$ cat config.mk
export PLATFORM = sky130hd
export DESIGN_NAME = rr_grant_arbiter
export DESIGN_NICKNAME = d
export VERILOG_FILES = /design/src/rtl/rr_grant_arbiter_pkg.sv /design/src/rtl/rr_grant_arbiter_rr_pick.sv /design/src/rtl/rr_grant_arbiter.sv
export SDC_FILE = /design/constraint.sdc
export NUM_CORES = 1
export LEC_CHECK = 0
export ABC_AREA = 0
export CAP_MARGIN = 20
export CORE_MARGIN = 1.5
export CORE_UTILIZATION = 45
export CTS_BUF_LIST = sky130_fd_sc_hd__clkbuf_8
export CTS_CLUSTER_DIAMETER = 150
export DETAILED_ROUTE_END_ITERATION = 8
export PLACE_DENSITY = 0.7
export SETUP_SLACK_MARGIN = 0.15
export SLEW_MARGIN = 30
export SYNTH_ARGS = -nofsm -noshare
export SYNTH_HDL_FRONTEND = slang
export SYNTH_SLANG_ARGS = --single-unit
$ cat constraint.sdc
create_clock -name clk -period 1.9 [get_ports clk]
set_clock_uncertainty 0.05 [all_clocks]
set_input_delay 0.19 -clock clk [delete_from_list [all_inputs] [get_ports clk]]
set_output_delay 0.19 -clock clk [all_outputs]
set_load 0.005 [all_outputs]
$ cat src/rtl/rr_grant_arbiter_pkg.sv
// Shared definitions for the round-robin grant arbiter.
// Holds the FSM state encoding, the hold counter width and the helper that
// derives the requester count N from the index width LEN.
package rr_grant_arbiter_pkg;

    // Two-state ownership FSM
    typedef enum logic {
        ST_IDLE = 1'b0,
        ST_BUSY = 1'b1
    } state_e;

    // Width of the per-ownership hold counter (saturating)
    localparam int unsigned HOLD_W = 8;

    // Default index width and the matching requester count
    localparam int unsigned LEN_DEF = 2;
    localparam int unsigned N_DEF   = 32'd1 << LEN_DEF;

    // Requester count for a given index width: N = 1 << LEN
    function automatic int unsigned n_of(input int unsigned len);
        return 32'd1 << len;
    endfunction

endpackage

$ cat src/rtl/rr_grant_arbiter_rr_pick.sv
// Combinational round-robin winner selection.
// Ports:
//   req       [N]   request vector, bit i is requester i
//   ptr       [LEN] requester scanned first
//   win_id    [LEN] first set request at or after ptr (wrapping), 0 if none
//   win_valid [1]   any request set
// The request vector is rotated so ptr lands on bit 0, a lowest-bit-first
// fixed-priority scan finds the winner, and adding ptr back un-rotates it.
module rr_pick
    import rr_grant_arbiter_pkg::*;
#(
    parameter int unsigned LEN = 2
) (
    input  logic [n_of(LEN)-1:0] req,
    input  logic [LEN-1:0]       ptr,
    output logic [LEN-1:0]       win_id,
    output logic                 win_valid
);
    localparam int unsigned N = n_of(LEN);

    logic [2*N-1:0] dbl_s;
    logic [N-1:0]   rot_s;
    logic [LEN-1:0] idx_s;

    // Rotate right by ptr using a doubled copy so bits wrap around
    assign dbl_s = {req, req} >> ptr;
    assign rot_s = dbl_s[N-1:0];

    // Fixed-priority scan: walk downward so the lowest set bit wins last
    always_comb begin
        idx_s = {LEN{1'b0}};
        for (int i = N - 1; i >= 0; i--) begin
            if (rot_s[i]) begin
                idx_s = LEN'(i);
            end else begin
                idx_s = idx_s;
            end
        end
    end

    // Un-rotate: the index arithmetic wraps modulo N by width
    assign win_id    = idx_s + ptr;
    assign win_valid = |req;

endmodule

$ cat src/rtl/rr_grant_arbiter.sv
// Round-robin arbiter sharing one resource among N = 1<<LEN requesters.
// Ports:
//   clk         [1]   rising-edge system clock
//   rst_n       [1]   asynchronous active-low reset
//   en          [1]   arbitration enable; low blocks new grants only
//   req         [N]   per-requester request level
//   grant       [N]   registered one-hot grant, zero when idle
//   grant_id    [LEN] index of current owner, valid with grant_valid
//   grant_valid [1]   high while a grant is held
//   timeout     [1]   one-cycle pulse when MAX_HOLD revokes a grant
// Every release or timeout passes through IDLE for one cycle, so two owners
// never hold adjacent grants. MAX_HOLD = 0 disables the timeout.
module rr_grant_arbiter
    import rr_grant_arbiter_pkg::*;
#(
    parameter int unsigned LEN      = 2,
    parameter int unsigned MAX_HOLD = 16
) (
    input  logic                 clk,
    input  logic                 rst_n,
    input  logic                 en,
    input  logic [n_of(LEN)-1:0] req,
    output logic [n_of(LEN)-1:0] grant,
    output logic [LEN-1:0]       grant_id,
    output logic                 grant_valid,
    output logic                 timeout
);
    localparam int unsigned      N          = n_of(LEN);
    localparam logic [HOLD_W-1:0] MAX_HOLD_C = HOLD_W'(MAX_HOLD);
    localparam logic [N-1:0]     ONE_N      = {{(N-1){1'b0}}, 1'b1};

    state_e              state_q,       state_d;
    logic [LEN-1:0]      ptr_q,         ptr_d;
    logic [HOLD_W-1:0]   hold_cnt_q,    hold_cnt_d;
    logic [N-1:0]        grant_q,       grant_d;
    logic [LEN-1:0]      grant_id_q,    grant_id_d;
    logic                grant_valid_q, grant_valid_d;
    logic                timeout_q,     timeout_d;

    logic [LEN-1:0]      win_id_s;
    logic                win_valid_s;

    rr_pick #(
        .LEN (LEN)
    ) u_pick (
        .req       (req),
        .ptr       (ptr_q),
        .win_id    (win_id_s),
        .win_valid (win_valid_s)
    );

    // Next-state logic: issue, hold, release or time out the grant
    always_comb begin
        state_d       = state_q;
        ptr_d         = ptr_q;
        hold_cnt_d    = hold_cnt_q;
        grant_d       = grant_q;
        grant_id_d    = grant_id_q;
        grant_valid_d = grant_valid_q;
        timeout_d     = 1'b0;
        case (state_q)
            ST_IDLE: begin
                if (en && win_valid_s) begin
                    grant_id_d    = win_id_s;
                    grant_d       = ONE_N << win_id_s;
                    grant_valid_d = 1'b1;
                    hold_cnt_d    = 8'd1;
                    state_d       = ST_BUSY;
                end else begin
                    grant_d       = {N{1'b0}};
                    grant_valid_d = 1'b0;
                end
            end
            ST_BUSY: begin
                if (!req[grant_id_q]) begin
                    grant_d       = {N{1'b0}};
                    grant_valid_d = 1'b0;
                    hold_cnt_d    = 8'd0;
                    ptr_d         = grant_id_q + LEN'(1);
                    state_d       = ST_IDLE;
                end else if ((MAX_HOLD != 0) && (hold_cnt_q == MAX_HOLD_C)) begin
                    grant_d       = {N{1'b0}};
                    grant_valid_d = 1'b0;
                    hold_cnt_d    = 8'd0;
                    ptr_d         = grant_id_q + LEN'(1);
                    timeout_d     = 1'b1;
                    state_d       = ST_IDLE;
                end else if (hold_cnt_q != 8'hFF) begin
                    hold_cnt_d    = hold_cnt_q + 8'd1;
                end else begin
                    // Saturate instead of wrapping on very long ownerships
                    hold_cnt_d    = hold_cnt_q;
                end
            end
            default: begin
                state_d       = ST_IDLE;
                grant_d       = {N{1'b0}};
                grant_valid_d = 1'b0;
                hold_cnt_d    = 8'd0;
            end
        endcase
    end

    // State, pointer, counter and output registers
    always_ff @(posedge clk or negedge rst_n) begin
        if (!rst_n) begin
            state_q       <= ST_IDLE;
            ptr_q         <= {LEN{1'b0}};
            hold_cnt_q    <= 8'd0;
            grant_q       <= {N{1'b0}};
            grant_id_q    <= {LEN{1'b0}};
            grant_valid_q <= 1'b0;
            timeout_q     <= 1'b0;
        end else begin
            state_q       <= state_d;
            ptr_q         <= ptr_d;
            hold_cnt_q    <= hold_cnt_d;
            grant_q       <= grant_d;
            grant_id_q    <= grant_id_d;
            grant_valid_q <= grant_valid_d;
            timeout_q     <= timeout_d;
        end
    end

    assign grant       = grant_q;
    assign grant_id    = grant_id_q;
    assign grant_valid = grant_valid_q;
    assign timeout     = timeout_q;

endmodule
==> reports/qor.csv, run 1 <==
stage,metric,value,unit
critical_path,path_class,flip-flop to flip-flop,
global_routing,grt_pass1_vias,999,
clock_tree,cts-buffers-inserted,3,
clock_tree,hold_buffers,0,
power,power.ir.vdd_worst,1.12,mV
timing,unrepaired_setup_endpoints_after_global_routing,yes,
drt,drtPass1Iterations,4,
floorplan,die_y,52.8,µm
logic_synthesis,synth_area_per_cell,9.95,µm²
logic_synthesis,synth_seq_area_share,42.6,%
cells_and_area,syn_to_final_growth,58.4,%
logic_synthesis,netlist_top_cells_area,"sky130_fd_sc_hd__dfrtp_1 (43%), sky130_fd_sc_hd__nand2_1 (5.4%), sky130_fd_sc_hd__ha_1 (3.4%), sky130_fd_sc_hd__xnor2_1 (3.1%), sky130_fd_sc_hd__mux2_2 (3.0%)",
critical_path,critPathRequiredTime,2000,ps
cells_and_area,final_area,1770,µm²
timing,maxClockFrequency,541,MHz
power,net_switching_fraction_of_the_power,38.5,%
floorplan,floorplan.core_area,2280,µm²
critical_path,capture_point_of_the_worst_reg_to_reg_path,grant_id[1]$_DFFE_PN0P_,
logic_synthesis,synth_top_area_cell,sky130_fd_sc_hd__dfrtp_1,
cells_and_area,multi_input_area,768,µm²
logic_synthesis,ys_seq_elements,19,
critical_path,critical_path_peak_fanout,5,
power,clkPwrFrac,12.4,%
power,internal_power,1.48,mW
clock_tree,clock_insertion_delay_worst_skew,270,ps
critical_path,timing.reg2reg.worst_path_depth,9,
drt,post_drt_wl_per_cell,17.0,µm
place,finalWeightedCongestion,0.937,
logic_synthesis,synthesis.nets,122,
drt,drt_first_iter_violations,21,
timing,timing_max_transition_violations_final,0,
timing,slew-limit-headroom,73.4,%
timing,period_share,97.3,%
floorplan,design.die.area,2790,µm²
logic_synthesis,synthCells,112,
clock_tree,htree_levels,1,
power,comb_power_share,58.8,%
floorplan,die_w,52.8,µm
drt,wirelength,3.23,mm
power,switching_power,928,µW
place,dpl_cell_area,1380,µm²
place,place_hpwl,1.77,mm
clock_tree,path_clk_slew,80,ps
global_routing,largest_net_degree_at_the_start_of_global_routing,20,
clock_tree,tritoncts,yes,
clock_tree,cts-root-to-sink-buffers,2,
logic_synthesis,synthDistinctLibCells,40,
global_routing,antenna_found_initial,0,
drt,drcViolationCount,0,
cells_and_area,num-nets-final,173,
cells_and_area,seqCellArea,480,µm²
logic_synthesis,synth_area,1110,µm²
timing,period_minus_slack,1850,ps
floorplan,number_of_placed_i_o_pins,15,
timing,report.final.hold_viol_count,0,
clock_tree,clock-sinks,19,
outcome,run_status,"finished, final reports clean",
power,power.density,1370,nW/µm²
timing,setup_violations,0,
drt,dr_total_vias,1100,
global_routing,grt_first_pass_wirelength,4.46,mm
power,p_leak,0.820,nW
critical_path,timing.rr.start,ptr_q[1]$_DFFE_PN0P_,
place,preCtsSetupSlack,-384,ps
floorplan,num_rows,17,
drt,postRouteAntennaNets,0,
critical_path,critPathLaunchType,flip-flop,
drt,avgViaCountPerCell,5.79,
run,drv_cap,0,
logic_synthesis,synth_top_area_share,42.6,%
logic_synthesis,synth_warn,0,
critical_path,regToRegSetupSlack,50,ps
cells_and_area,num_antenna_cells,0,
timing,worst_slew_pin_slew,398,ps
cells_and_area,filler_cell_count,129,
timing,layout_setup_ws,51.5,ps
global_routing,grt_util_all_layers,22.5,%
floorplan,initial_core_util,49.0,%
cells_and_area,share_of_post_route_cells_with_drive_strength_above_1,46.9,%
critical_path,critPathArrivalTime,1950,ps
clock_tree,cts-root-buf,sky130_fd_sc_hd__clkbuf_8,
place,port_buffers,14,
power,power.sequential.fraction,28.8,%
power,design_power_total,2.41,mW
global_routing,global_route.overflow_total,0,
critical_path,timing.critical_path.to_type,flip-flop,
worst_hold_path,timing.hold.worst.class,primary input to asynchronous set/reset pin,
repair_timing:
item	4_1_cts	5_1_grt
setup buffers	7	14
hold endpoints to repair	0	0
endpoints found under the setup margin	15	15
cloned	0	0
pin swaps	5	13
resized for setup	17	28
sequential cells by signal, summed over array words and instances (netlist names):
register and flops:
grant_id 2, hold_cnt_q 8, timeout 1, grant_valid 1, grant 4, state_q 1, ptr_q 2
worst max path at each step:
stage / end / slack [ps] / from / cells past startpoint
final: grant_id[1]$_DFFE_PN0P_ / 50 / ptr_q[1]$_DFFE_PN0P_ / 9
after detailed placement: grant[3]$_DFFE_PN0P_ / -380 / req[2] / 10
after CTS: grant_id[1]$_DFFE_PN0P_ / 30 / ptr_q[1]$_DFFE_PN0P_ / 9
after global routing: grant_id[1]$_DFFE_PN0P_ / -50 / ptr_q[1]$_DFFE_PN0P_ / 6
after global placement: grant[3]$_DFFE_PN0P_ / -350 / req[2] / 10
after floorplan: grant_id[1]$_DFFE_PN0P_ / 120 / ptr_q[1]$_DFFE_PN0P_ / 10
critical path, stage by stage, from the launching register on:
cell	delay [ps]
sky130_fd_sc_hd__dfrtp_2	420
sky130_fd_sc_hd__nand2_1	60
sky130_fd_sc_hd__a21oi_1	130
sky130_fd_sc_hd__nor2_1	80
sky130_fd_sc_hd__a211oi_2	150
sky130_fd_sc_hd__a21oi_1	60
sky130_fd_sc_hd__ha_2	190
sky130_fd_sc_hd__xnor2_2	140
sky130_fd_sc_hd__xnor2_2	170
sky130_fd_sc_hd__mux2_4	280
layout by cell type, fill, tap and decap left out, types with 3 or more instances in the layout:
| cell type | instances |
|---|---|
| sky130_fd_sc_hd__clkdlybuf4s50_1 | 10 |
| sky130_fd_sc_hd__o21ai_0 | 3 |
| sky130_fd_sc_hd__nor2_1 | 3 |
| sky130_fd_sc_hd__nor3b_1 | 3 |
| sky130_fd_sc_hd__a22o_1 | 3 |
| sky130_fd_sc_hd__inv_1 | 3 |
| sky130_fd_sc_hd__clkbuf_8 | 3 |
| sky130_fd_sc_hd__buf_4 | 30 |
| sky130_fd_sc_hd__dfrtp_1 | 15 |
| sky130_fd_sc_hd__dlygate4sd2_1 | 4 |
| sky130_fd_sc_hd__nand2_4 | 3 |
| sky130_fd_sc_hd__a21oi_1 | 3 |
| sky130_fd_sc_hd__nand2_1 | 12 |
| sky130_fd_sc_hd__buf_6 | 3 |
| sky130_fd_sc_hd__nor3_1 | 4 |
| sky130_fd_sc_hd__dfrtp_2 | 4 |
layout make-up:
cell class,instances,area share (%)
tap,28,1.98
multi-input combinational,86,43.5
timing repair buffer,48,23.5
clock inverter,1,0.425
inverter,5,1.06
sequential,19,27.2
clock buffer,3,2.34
logic make-up after synthesis:
logic type               after synthesis  synth area share [%]
AO/OA/AOI/OAI                         26                  17.5
XOR/XNOR                               5                  3.93
adder cells (fa/ha/maj)                3                  3.37
AND/OR/NAND/NOR                       47                  23.5
buffers and inverters                  7                  3.14
multiplexers                           5                  5.95
flip-flops                            19                  42.6
power groups by stage:
stage | sequential, mW | combinational, mW | clock (mW)
2_1_floorplan | 0.650 | 0.580 | 0
3_5_place_dp | 0.688 | 0.885 | 0
4_1_cts | 0.676 | 1.08 | 0.295
5_1_grt | 0.710 | 1.53 | 0.319
6_report | 0.694 | 1.42 | 0.298
3_3_place_gp | 0.677 | 0.875 | 0
metal layers:
metal / global-route usage, % / vias to the layer above / wire, µm
met5: 0 / - / 0
met4: 11.1 / 0 / 72
met3: 6.29 / 8 / 126
met2: 36.9 / 34 / 1780
met1: 26.8 / 549 / 1260
li1: - / 509 / -
cells in the mapped netlist (all sizes together):
master,instances
dfrtp,19
mux4,1
o31ai,2
o311ai,1
mux2,3
a32o,1
mux2i,1
xnor2,4
xor2,1
or4,1
buf,2
nor3b,3
and3b,3
nor2b,1
o211ai,1
a22o,3
a21o,2
or3,2
nor2,4
nor3,6
a21oi,7
a211o,2
ha,3
and2b,1
nand3,4
a221o,1
or2,1
o21ai,4
and4bb,1
and3,2
inv,5
a211oi,2
nand2,17
nand3b,1
stage by stage:
step / hold slack [ps] / instances / utilization, % / setup TNS, ps
finish: 199 / 190 / 77.6 / 0
global route: 231 / 190 / 77.6 / -87.7
floorplan: -156 / 112 / - / 0
detailed placement: 435 / 165 / 60.5 / -3720
global placement: 411 / 165 / 60.5 / -3450
CTS: 213 / 176 / 67.0 / 0
(Power assumes the default switching activity.)
==> run 2, diff against run 1 <==
- PLACE_DENSITY: 0.7 -> 0.67
- clock period: 1.9 -> 2.3 ns (I/O delays scaled with it)
==> run 2 against run 1 <==
  * First-iteration DRC count shrank 33%
  * Count of clock-buffer cells in the layout is the same
  * Die area is the same
  * Clock power shrank 21%
  * Utilization shrank 17 points
  * Sequential share of layout area grew 7.1 points
  * Combinational power shrank 50%
  * Critical path depth grew 1
  * Setup slack gained 250 ps
  * Routed wire length shrank 33%
  * Non-clock buffer count shrank 28
  * Via count shrank 16%
  * Critical path type is now primary input to flip-flop
  * Critical endpoint unchanged
  * Largest cell class unchanged
  * Largest power group unchanged
==> reports/qor.csv, run 2 (synthesis gave the netlist of run 1 again) <==
stage,metric,value,unit,change
floorplan,design.die.area,2790,µm²,unchanged
timing,slew-limit-headroom,72.8,%,was 73.4%
drt,drcViolationCount,0,,unchanged
critical_path,critPathRequiredTime,2390,ps,was 2000 ps
timing,period_minus_slack,2000,ps,
floorplan,number_of_placed_i_o_pins,15,,unchanged
floorplan,num_rows,17,,unchanged
global_routing,grt_pass1_vias,866,,was 999
clock_tree,clock_insertion_delay_worst_skew,250,ps,was 270 ps
cells_and_area,max_ffs_per_register,8,,unchanged
drt,wirelength,2.17,mm,was 3.23 mm
timing,unrepaired_setup_endpoints_after_global_routing,no,,was yes
cells_and_area,layout.cells.most_common_list,"sky130_fd_sc_hd__dfrtp_1 (18), sky130_fd_sc_hd__nand2_1 (16), sky130_fd_sc_hd__clkdlybuf4s50_1 (12), sky130_fd_sc_hd__nor3_1 (6), sky130_fd_sc_hd__buf_4 (6)",,"was sky130_fd_sc_hd__buf_4 (30), sky130_fd_sc_hd__dfrtp_1 (15), sky130_fd_sc_hd__nand2_1 (12), sky130_fd_sc_hd__clkdlybuf4s50_1 (10)"
cells_and_area,layout.cells.most_common,sky130_fd_sc_hd__dfrtp_1,,was sky130_fd_sc_hd__buf_4
cells_and_area,seqCellArea,477,µm²,was 480 µm²
cells_and_area,multi_input_area,623,µm²,was 768 µm²
drt,avgViaCountPerCell,5.70,,was 5.79
floorplan,die_y,52.8,µm,unchanged
power,power.ir.vdd_worst,0.820,mV,was 1.12 mV
critical_path,critPathLaunchType,primary input,,was flip-flop
drt,postRouteAntennaNets,0,,unchanged
global_routing,grt_util_all_layers,18.3,%,was 22.5%
floorplan,die_w,52.8,µm,unchanged
timing,period_share,86.8,%,
clock_tree,path_clk_slew,70,ps,was 80 ps
clock_tree,cts-root-buf,sky130_fd_sc_hd__clkbuf_8,,unchanged
outcome,run_status,"finished, final reports clean",,unchanged
timing,worst_slew_pin_slew,405,ps,was 398 ps
global_routing,groute.layer.met1.usage,22.9,%,was 26.8%
drt,post_drt_wl_per_cell,13.4,µm,was 17.0 µm
drt,drt_first_iter_violations,14,,was 21
drt,drtPass1Iterations,4,,unchanged
cells_and_area,num-nets-final,145,,was 173
critical_path,worstSetupPathDepth,10,,was 9
critical_path,critPathTopFamily,buffers and inverters,,was flip-flops
cells_and_area,final_area,1390,µm²,was 1770 µm²
critical_path,cp_slowest_stage_delay,410,ps,was 420 ps
clock_tree,cts-root-to-sink-buffers,2,,unchanged
global_routing,grt_first_pass_wirelength,3.75,mm,was 4.46 mm
floorplan,floorplan.core_area,2280,µm²,unchanged
worst_hold_path,timing.hold.worst.class,primary input to asynchronous set/reset pin,,unchanged
critical_path,critical_path_peak_fanout,5,,unchanged
place,port_buffers,14,,unchanged
cells_and_area,filler_cell_count,206,,was 129
critical_path,critical_path_cell_by_cell,"clkdlybuf4s50_1, and2b_1, a21oi_2, nor2_1, a211oi_1, a21oi_1, ha_1, xnor2_2, xnor2_2, mux2_2",,"was nand2_1, a21oi_1, nor2_1, a211oi_2, a21oi_1, ha_2, xnor2_2, xnor2_2, mux2_4"
place,place_hpwl,1.68,mm,was 1.77 mm
critical_path,critical_path_buf_inv_count,1,,was 0
critical_path,critPathArrivalTime,2090,ps,was 1950 ps
clock_tree,hold_buffers,0,,unchanged
floorplan,initial_core_util,49.0,%,unchanged
critical_path,path_class,primary input to flip-flop,,was flip-flop to flip-flop
place,dpl_cell_area,1310,µm²,was 1380 µm²
clock_tree,tritoncts,yes,,unchanged
drt,dr_total_vias,923,,was 1100
clock_tree,clock-sinks,19,,unchanged
power,p_leak,0.624,nW,was 0.820 nW
global_routing,grtUsageMet2,30.2,%,was 36.9%
power,power.density,1080,nW/µm²,was 1370 nW/µm²
timing,setup_tns,0,ps,unchanged
cells_and_area,largest-register,hold_cnt_q,,unchanged
run,drv_cap,0,,unchanged
clock_tree,htree_levels,1,,unchanged
clock_tree,cts-buffers-inserted,3,,unchanged
cells_and_area,share_of_post_route_cells_with_drive_strength_above_1,17.9,%,was 46.9%
critical_path,critical_path.slowest_cell,sky130_fd_sc_hd__clkdlybuf4s50_1,,was sky130_fd_sc_hd__dfrtp_2
critical_path,timing.reg2reg.worst_path_depth,9,,unchanged
place,finalWeightedCongestion,0.908,,was 0.937
global_routing,largest_net_degree_at_the_start_of_global_routing,20,,unchanged
power,design_power_total,1.50,mW,was 2.41 mW
global_routing,top_usage_layer,met2,,unchanged
cells_and_area,layout_utilization,61.0,%,was 77.6%
critical_path,timing.critical_path.to_type,flip-flop,,unchanged
timing,maxClockFrequency,501,MHz,
timing,setup_violations,0,,unchanged
critical_path,crit_top_cell,sky130_fd_sc_hd__xnor2_2,,
timing,timing_max_transition_violations_final,0,,unchanged
global_routing,antenna_found_initial,0,,unchanged
cells_and_area,num_antenna_cells,0,,unchanged
cells_and_area,syn_to_final_growth,24.6,%,was 58.4%
timing,report.final.hold_viol_count,0,,unchanged
global_routing,global_route.overflow_total,0,,unchanged
timing,fin_hold_ws,249,ps,was 199 ps
global_routing,grt.met3_usage,6.00,%,was 6.29%
-- run 2: cell count changes in the layout (fill, tap and decap cells not counted), sizes merged --
| cell | delta |
|---|---|
| clkdlybuf4s50 | +2 |
| dlygate4sd2 | -3 |
| buf | -28 |
| dlymetal6s2s | +1 |
-- run 2: routing by layer --
| metal | share of wire [%] | vias to the layer above |
|---|---|---|
| met5 | 0 | - |
| met4 | 0 | 0 |
| met3 | 3.7 | 0 |
| met2 | 51 | 18 |
| met1 | 46 | 450 |
| li1 | - | 455 |
-- run 2: what timing repair did --
item,4_1_cts,5_1_grt
gates resized for setup,3,3
buffers inserted,0,1
setup endpoints to repair,4,5
-- run 2: final timing paths --
check | end | slack, ps | start
max in group asynchronous | ptr_q[1]$_DFFE_PN0P_ | 1730 | rst_n
worst min-delay path | timeout$_DFF_PN0_ | 250 | rst_n
worst max register to register | grant_id[1]$_DFFE_PN0P_ | 350 | ptr_q[1]$_DFFE_PN0P_
worst min register to register | grant_valid$_DFFE_PN0P_ | 430 | grant_valid$_DFFE_PN0P_
worst max-delay path | grant_id[1]$_DFFE_PN0P_ | 300 | req[3]
min in group clk | grant_valid$_DFFE_PN0P_ | 430 | grant_valid$_DFFE_PN0P_
-- run 2: report_power, final --
part	switching (mW)	internal [mW]	total [mW]
registers	0.115	0.438	0.553
logic	0.335	0.378	0.713
clock network	0.112	0.122	0.234
-- run 2: worst reg2reg max path: stages (launching register included) --
cell and delay (ps):
sky130_fd_sc_hd__dfrtp_2 410, sky130_fd_sc_hd__nand2_1 80, sky130_fd_sc_hd__a21oi_2 140, sky130_fd_sc_hd__nor2_1 40, sky130_fd_sc_hd__a211oi_1 220, sky130_fd_sc_hd__a21oi_1 80, sky130_fd_sc_hd__ha_1 220, sky130_fd_sc_hd__xnor2_2 150
sky130_fd_sc_hd__xnor2_2 180, sky130_fd_sc_hd__mux2_2 280
-- run 2: layout make-up --
cell class | instances | share of cell area [%]
inverters | 5 | 1.35
multi-input cells | 86 | 44.9
clock inverters | 1 | 0.541
flip-flops and latches | 19 | 34.3
clock buffers | 3 | 2.97
well taps | 28 | 2.52
repair buffers | 20 | 13.4
-- run 2: through the flow --
step / setup slack, ps / std cells
after floorplan: 413 / 112
after global placement: -84.1 / 157
after detailed placement: -145 / 157
after CTS: 153 / 161
after global routing: 170 / 162
final: 304 / 162
